[src/rtl/qos_wrr_arbiter.sv]
// N-channel QoS arbiter: fixed priority, round robin, weighted round robin or
// table-driven slot scheduling, selected per cycle by sel. Grant is registered.
module qos_wrr_arbiter #(
    parameter int unsigned N_CH      = 4,
    parameter int unsigned IDX_W     = 2,
    parameter int unsigned WEIGHT_W  = 2,
    parameter int unsigned TBL_SLOTS = 16,
    parameter int unsigned SLOT_W    = 4
) (
    input  logic                         clk,
    input  logic                         reset,
    input  logic                         enb,
    input  logic [1:0]                   sel,
    input  logic [N_CH-1:0]              req,
    input  logic [N_CH*WEIGHT_W-1:0]     weight,
    input  logic [TBL_SLOTS*IDX_W-1:0]   TABLE,
    output logic [N_CH-1:0]              grant,
    output logic [IDX_W-1:0]             grant_idx,
    output logic                         grant_valid
);

    typedef enum logic [1:0] {
        MODE_FIXED = 2'd0,
        MODE_RR    = 2'd1,
        MODE_WRR   = 2'd2,
        MODE_TABLE = 2'd3
    } mode_t;

    mode_t                mode;
    mode_t                sel_q;
    logic [IDX_W-1:0]     rr_ptr;
    logic [SLOT_W-1:0]    tbl_ptr;
    logic [WEIGHT_W-1:0]  credit;

    logic [(1<<IDX_W)-1:0] req_pad;
    logic [IDX_W-1:0]      tbl [TBL_SLOTS];
    logic [WEIGHT_W-1:0]   wts [N_CH];

    logic [IDX_W-1:0]     fp_win;
    logic [IDX_W-1:0]     rr_win, rr_c, rr_next;
    logic                 rr_hit;
    logic [IDX_W-1:0]     tb_ch;
    logic [SLOT_W-1:0]    tb_slot, tb_s, tb_next;
    logic                 tb_found;
    logic                 burst_hold;

    assign mode = mode_t'(sel);

    for (genvar g = 0; g < TBL_SLOTS; g++) begin : g_tbl
        assign tbl[g] = TABLE[g*IDX_W +: IDX_W];
    end

    for (genvar g = 0; g < N_CH; g++) begin : g_wts
        assign wts[g] = weight[g*WEIGHT_W +: WEIGHT_W];
    end

    // Padded to a power of two so any encoded channel/table entry indexes safely.
    always_comb begin
        req_pad = '0;
        req_pad[N_CH-1:0] = req;
    end

    always_comb begin
        fp_win = '0;
        for (int unsigned i = N_CH; i > 0; i--) begin
            if (req_pad[IDX_W'(i-1)]) fp_win = IDX_W'(i-1);
        end
    end

    always_comb begin
        rr_win = '0;
        rr_c   = '0;
        rr_hit = 1'b0;
        for (int unsigned i = 0; i < N_CH; i++) begin
            rr_c = IDX_W'((32'(rr_ptr) + i) % N_CH);
            if (!rr_hit && req_pad[rr_c]) begin
                rr_hit = 1'b1;
                rr_win = rr_c;
            end
        end
        rr_next = IDX_W'((32'(rr_win) + 1) % N_CH);
    end

    // Whole table is scanned combinationally; out-of-range entries never match.
    always_comb begin
        tb_ch    = '0;
        tb_slot  = '0;
        tb_s     = '0;
        tb_found = 1'b0;
        for (int unsigned i = 0; i < TBL_SLOTS; i++) begin
            tb_s = SLOT_W'((32'(tbl_ptr) + i) % TBL_SLOTS);
            if (!tb_found && (32'(tbl[tb_s]) < N_CH) && req_pad[tbl[tb_s]]) begin
                tb_found = 1'b1;
                tb_slot  = tb_s;
                tb_ch    = tbl[tb_s];
            end
        end
        tb_next = SLOT_W'((32'(tb_slot) + 1) % TBL_SLOTS);
    end

    assign burst_hold = grant_valid && req_pad[grant_idx] && (credit != '0) && (sel_q == MODE_WRR);

    function automatic logic [N_CH-1:0] onehot(input logic [IDX_W-1:0] idx);
        onehot = '0;
        onehot[idx] = 1'b1;
    endfunction

    always_ff @(posedge clk) begin
        if (reset) begin
            grant       <= '0;
            grant_idx   <= '0;
            grant_valid <= 1'b0;
            rr_ptr      <= '0;
            credit      <= '0;
            tbl_ptr     <= '0;
            sel_q       <= MODE_FIXED;
        end else begin
            sel_q <= mode;
            if (!enb || (req == '0)) begin
                grant       <= '0;
                grant_valid <= 1'b0;
                credit      <= '0;
            end else begin
                unique case (mode)
                    MODE_FIXED: begin
                        grant       <= onehot(fp_win);
                        grant_idx   <= fp_win;
                        grant_valid <= 1'b1;
                        credit      <= '0;
                    end
                    MODE_RR: begin
                        grant       <= onehot(rr_win);
                        grant_idx   <= rr_win;
                        grant_valid <= 1'b1;
                        rr_ptr      <= rr_next;
                        credit      <= '0;
                    end
                    MODE_WRR: begin
                        if (burst_hold) begin
                            credit <= credit - 1'b1;
                        end else begin
                            grant       <= onehot(rr_win);
                            grant_idx   <= rr_win;
                            grant_valid <= 1'b1;
                            rr_ptr      <= rr_next;
                            credit      <= wts[rr_win];
                        end
                    end
                    MODE_TABLE: begin
                        credit <= '0;
                        if (tb_found) begin
                            grant       <= onehot(tb_ch);
                            grant_idx   <= tb_ch;
                            grant_valid <= 1'b1;
                            tbl_ptr     <= tb_next;
                        end else begin
                            grant       <= '0;
                            grant_valid <= 1'b0;
                        end
                    end
                    default: begin
                        grant       <= '0;
                        grant_valid <= 1'b0;
                        credit      <= '0;
                    end
                endcase
            end
        end
    end

endmodule

[config.mk]
export PLATFORM = sky130hd
export DESIGN_NAME = qos_wrr_arbiter
export DESIGN_NICKNAME = d
export VERILOG_FILES = /design/src/rtl/qos_wrr_arbiter.sv
export SDC_FILE = /design/constraint.sdc
export NUM_CORES = 1
export LEC_CHECK = 0
export ABC_AREA = 1
export CELL_PAD_IN_SITES_DETAIL_PLACEMENT = 1
export CELL_PAD_IN_SITES_GLOBAL_PLACEMENT = 1
export CORE_MARGIN = 2
export CORE_UTILIZATION = 42
export DETAILED_ROUTE_END_ITERATION = 8
export GPL_TIMING_DRIVEN = 0
export PLACE_DENSITY = 0.89
export SLEW_MARGIN = 30
export SYNTH_ARGS = -nofsm -noshare
export SYNTH_HDL_FRONTEND = slang
export SYNTH_SLANG_ARGS = --single-unit
[constraint.sdc]
create_clock -name clk -period 10.55 [get_ports clk]
set_input_delay 3.165 -clock clk [delete_from_list [all_inputs] [get_ports clk]]
set_output_delay 3.165 -clock clk [all_outputs]
set_load 0.02 [all_outputs]
; ---- Word level (Yosys, flattened, before mapping)
; Cells that the tools add are included.
[op_classes]
addsub = 21
order_cmp = 44
eq_ne = 6
mux = 171
bitwise = 18
reduce_logical = 54
[op_table]
columns = operator, n
row1 = $bmux 2 s4, 16
row2 = $mux 2, 62
row3 = $ge 5x5->1 const B, 16
row4 = $not 4->5, 16
row5 = $lt 2x3->1 const B, 24
row6 = $mux 4, 18
row7 = $mux 1, 45
row8 = $bmux 1 s2, 21
row9 = $add 4x4->4 const B, 8
row10 = $logic_and 1x1->1, 24
row11 = $logic_not 1->1, 19
row12 = $add 4x3->4 const B, 4
row13 = $pmux 4 s4, 1
row14 = $reduce_and 3->1, 3
row15 = $add 4x1->4 const B, 2
row16 = $add 4x2->4 const B, 2
row17 = $pmux 2 s2, 2
row18 = $pmux 2 s4, 1
row19 = $demux 1 s2, 3
row20 = $eq 2x2->1 const B, 3
row21 = $ge 2x1->1 const B, 3
row22 = $add 2x1->2 const B, 2
row23 = $add 2x2->2 const B, 2
row24 = $bmux 2 s2, 1
row25 = 13 further kinds, 16
[totals]
reg_bits = 17
word_cells = 321

; ---- Longest topological paths before layout
[depth]
word_depth = 58
ltp_mapped = 33
ltp_nobuf = 31

; ---- Least setup slack after synthesis
; No wires, ideal clock.
[synth_timing]
path_kind = input to register
startpoint = input port TABLE[22]
endpoint = register tbl_ptr[2]
setup_time_ps = 109
arrival_time_ps = 5595
t_required_ps = 10441
path_slack_ps = 4846
path_stages = 23
path_buffers = 0
path_cell_list = nand2_1 > nand3_1 > nand3_1 > nand3_1 > nand2_1 > nand2_1 > nand3_1 > nand2_2 > nor2_4 > nand4_4 > nor2_8 > nand4_4 > nor2_4 > nand4_4 > nor3_4 > nand2_2 > nand3_1 > nand2_2 > ha_1 > nor2_1 > o21ai_1 > nand2_1 > inv_1
[synth_between]
elab_chain_len = 52
elab_cells_between_ends = 144
[synth_rtl]
columns = element, line_no
row1 = from (decl), 16  ; input logic [TBL_SLOTS*IDX_W-1:0] TABLE,
row2 = $bmux 2 s4, 92  ; if (!tb_found && (32'(tbl[tb_s]) < N_CH) && req_pad[tbl[tb_s]]) begin
row3 = $mux 2 (implied by the code) (2 in series), 92
row4 = $bmux 1 s2, 92
row5 = $mux 1 (implied by the code), 92
row6 = $mux 1, 92
row7 = $logic_not 1->1, 92
row8 = $logic_and 1x1->1, 92
row9 = $mux 1, 92
row10 = [... 35 more ...], n/a
row11 = $mux 1, 92
row12 = $logic_not 1->1, 92
row13 = $logic_and 1x1->1, 92
row14 = $mux 1, 92
row15 = $logic_not 1->1, 92
row16 = $logic_and 1x1->1, 92
row17 = $mux 4 or $mux 1 (tied branches), 92
row18 = $add 4x1->4 or $reduce_and 3->1 (tied branches), n/a
row19 = to (signal assigned), 155  ; tbl_ptr <= tb_next;
row20 = to (decl), 32  ; logic [SLOT_W-1:0] tbl_ptr;
; Several ways; a longest one is shown, not always the timed one. The select of a mux whose other input is x is not followed.
; A chain may end at the register's enable or synchronous reset.

; ---- Worst setup path in the final report
[layout_timing]
startpoint = input port req[0]
endpoint = register tbl_ptr[2]
[layout_between]
elab_chain_len = 49
elab_cells_between_ends = 99
[layout_rtl]
columns = element, line_no
row1 = from (decl), 14  ; input logic [N_CH-1:0] req,
row2 = $bmux 1 s2, 92
row3 = $mux 1 (implied by the code), 92
row4 = $mux 1, 92
row5 = $logic_not 1->1, 92
row6 = $logic_and 1x1->1, 92
row7 = $mux 1, 92
row8 = $logic_not 1->1, 92
row9 = $logic_and 1x1->1, 92
row10 = [... 33 more ...], n/a
row11 = $mux 1, 92
row12 = $logic_not 1->1, 92
row13 = $logic_and 1x1->1, 92
row14 = $mux 1, 92
row15 = $logic_not 1->1, 92
row16 = $logic_and 1x1->1, 92
row17 = $mux 4 or $mux 1 (tied branches), 92
row18 = $add 4x1->4 or $reduce_and 3->1 (tied branches), n/a
; Several ways; a longest one is shown, not always the timed one. The select of a mux whose other input is x is not followed.

==> flow_metrics.tcl <==
set metrics [dict create \
    ios 56 \
    syn_nets 988 \
    crit_fanout 10 \
    overflow 0 \
    yosysWarningCount 0 \
    fp.coreArea_sq_um 11400 \
    outcome "completed" \
    fin_skew_ns 0.00173 \
    power_density_nw_per_um2 131 \
    worstSetupEndpointType "register" \
    drt-total-wl_um 21700 \
    gp_congestion 0.963 \
    synth.distinct_cells 50 \
    ant_nets 0 \
    vias_per_cell 6.00 \
    vias 6739 \
    layout_commonest_cell "nand2_1" \
    hold_violations 0 \
    p_switching_uw 457 \
    cts_tree "built" \
    grt_setup_unrepaired "false" \
    cp-start-kind "input port" \
    swShare_pct 61.1 \
    die_width_um 112 \
    grt_pass1_wl_um 34500 \
    dr.pass1.iters 5 \
    hold_path_class "reg -> reg" \
    ff_latch_area_sq_um 340 \
    syn_inst 922 \
    antenna_found_initial 0 \
    layout_common_cells "286 x nand2_1, 216 x nand3_1, 82 x inv_1" \
    htreeDepth 1 \
    fill_cells 1737 \
    syn_area_per_cell_sq_um 5.34 \
    initial_core_util_pct 43.1 \
    first_iter_violations 513 \
    fin_crit_sh_pct 64.7 \
    maxSlewViolCount 0 \
    nNetsFinal 1048 \
    drc 0 \
    peakVddDrop_mv 0.0965 \
    synthArstFlopShare_pct 0 \
    postCtsHoldBufs 0 \
    grt_start_max_net_pins 14 \
    worst_slew_pin_slew_ns 0.816 \
    clkSinkCount 17 \
    hold_slack_ns 0.543 \
    p_int_uw 292 \
    drt-wirelength-per-cell_um 19.3 \
    synth_edf_count 0 \
    drive_gt1_share_pct 9.79 \
    clk_latency_ns 0.25 \
    fmax_mhz 146 \
    crit_required_ns 10.70 \
    n_antenna_cell 0 \
    combPwrFrac_pct 79.6 \
    clk_pin_slew_ns 0.05 \
    synth-seq-cells 17 \
    worstSetupPathType "in -> reg" \
    multi_input_area_sq_um 4010 \
    seqPwrFrac_pct 10.0 \
    cts_made_buffers 3 \
    rr_worst_depth 28 \
    final-setup-viol-count 0 \
    clkPwrFrac_pct 10.4 \
    finalSetupTns_ns 0 \
    postCtsSetupRepairBufs 0 \
    worstPathArrival_ns 6.98 \
    slew_headroom_pct 45.0 \
    synth_flop_cell "dfxtp_1" \
    rows 39 \
    gr-usage-all-layers_pct 34.2 \
    min_path_cells 3 \
    syn2layout_area_growth_pct 16.4 \
    clock_path_buffers 2 \
    leakage_nw 2.82 \
    die-area_sq_um 12600 \
    cts.repair.resized 0 \
    cts_root_buf "clkbuf_16" \
    port_buffers 55 \
    yosysSeqAreaShare_pct 6.91 \
    grt_pass1_vias 6657 \
    synth_area_sq_um 4920 \
    drv_cap 0 \
    fin_crit_ns 6.83 \
    die_h_um 112 \
    dp_hpwl_um 17000 \
]
## Yosys cell counts (2+ instances only)
cell type,number,area (sq um)
o21ai_0,37,185
xor2_2,4,65.1
inv_2,15,56.3
a32oi_1,3,26.3
clkbuf_1,5,18.8
nand4_1,19,119
buf_4,5,37.5
nand2_1,286,1070
nor3_1,7,35.0
nor2_8,2,40.0
o21ai_1,10,50.1
nor2_4,6,67.6
a31oi_1,4,25.0
nand3_1,216,1080
o22ai_1,2,12.5
inv_1,82,308
and2_1,4,25.0
o21a_1,6,45.0
clkinv_1,2,7.51
nor2_1,69,259
nor2_2,2,12.5
buf_6,5,56.3
nand3_4,2,35.0
o211ai_1,7,52.6
buf_2,15,75.1
ha_1,17,213
a21oi_1,26,130
nand3b_1,3,22.5
nand3_2,10,100
nand4_4,4,85.1
dfxtp_1,17,340
xnor2_1,2,17.5
nand2_2,11,68.8
## layout make-up
| class | instances | area share [%] |
|---|---|---|
| Buffer | 31 | 3.36 |
| Clock buffer | 4 | 1.38 |
| Inverter | 101 | 6.72 |
| Multi-Input combinational cell | 773 | 69.9 |
| Sequential cell | 17 | 5.94 |
| Tap cell | 143 | 3.12 |
| Timing Repair Buffer | 55 | 9.60 |
## path summary, 6_finish.rpt
path | startpoint | endpoint | slack (ns)
max | req[0] | tbl_ptr[2] | 3.72
min | credit[0] | credit[0] | 0.54
max reg2reg | tbl_ptr[2] | tbl_ptr[2] | 5.54
min reg2reg | credit[0] | credit[0] | 0.54
## per-stage QoR
stage / power, mW / cell area, sq um / util, % / instances / setup slack (ns)
4_1_cts: 0.732 / 5730 / 50.2 / 1124 / 3.76
6_report: 0.749 / 5730 / 50.2 / 1124 / 3.72
5_1_grt: 0.813 / 5730 / 50.2 / 1124 / 3.45
3_3_place_gp: 0.634 / 5650 / 49.5 / 1120 / 3.67
3_5_place_dp: 0.650 / 5650 / 49.5 / 1120 / 3.53
2_1_floorplan: 0.481 / 4920 / - / 922 / 4.85
## registers in the layout (all words and copies together), names as in the netlist
name and flops:
credit 2, grant 4, grant_idx 2, grant_valid 1, rr_ptr 2, sel_q 2
tbl_ptr 4
## critical path, stage by stage
cell and delay (ns):
clkdlybuf4s50_1 0.54, inv_1 0.13, clkbuf_1 0.59, nand2_1 0.16
nand2_1 0.10, nand2_1 0.06, nand2_2 0.17, nand3_2 0.16
nor2_8 0.20, nand4_4 0.13, nor2_4 0.16, nand4_2 0.15
nor2_2 0.28, nor3_1 0.11, nand2_1 0.10, inv_1 0.05
nand2_1 0.08, nand2_1 0.06, nand2_2 0.09, ha_1 0.17
nand2_1 0.06, inv_1 0.06, o21ai_1 0.07, nand2_1 0.10
inv_1 0.04
## power by group through the flow
stage	clock (mW)	sequential, mW	combinational (mW)
after global placement	0	0.0755	0.558
after global routing	0.0808	0.0755	0.657
final	0.0779	0.0747	0.596
after detailed placement	0	0.0757	0.574
after CTS	0.0784	0.0745	0.579
after floorplan	0	0.0768	0.405
## layer usage
metal | wire length, um | GRT usage, % | up-vias
met4 | 917 | 13.1 | 0
met1 | 9190 | 45.6 | 3213
met2 | 9510 | 54.6 | 267
li1 | - | - | 3194
met5 | 0 | 0 | -
met3 | 2120 | 6.86 | 65
## cell families (layout without fill, tap and decap cells)
family | after synthesis | after routing | share of synthesized area (%)
flops | 17 | 17 | 6.91
compound gates | 100 | 100 | 11.6
buf+inv | 132 | 191 | 11.7
simple gates | 647 | 647 | 62.7
fa+ha+maj | 17 | 17 | 4.32
xor+xnor | 9 | 9 | 2.74
Power figures use the tool's default switching activity.
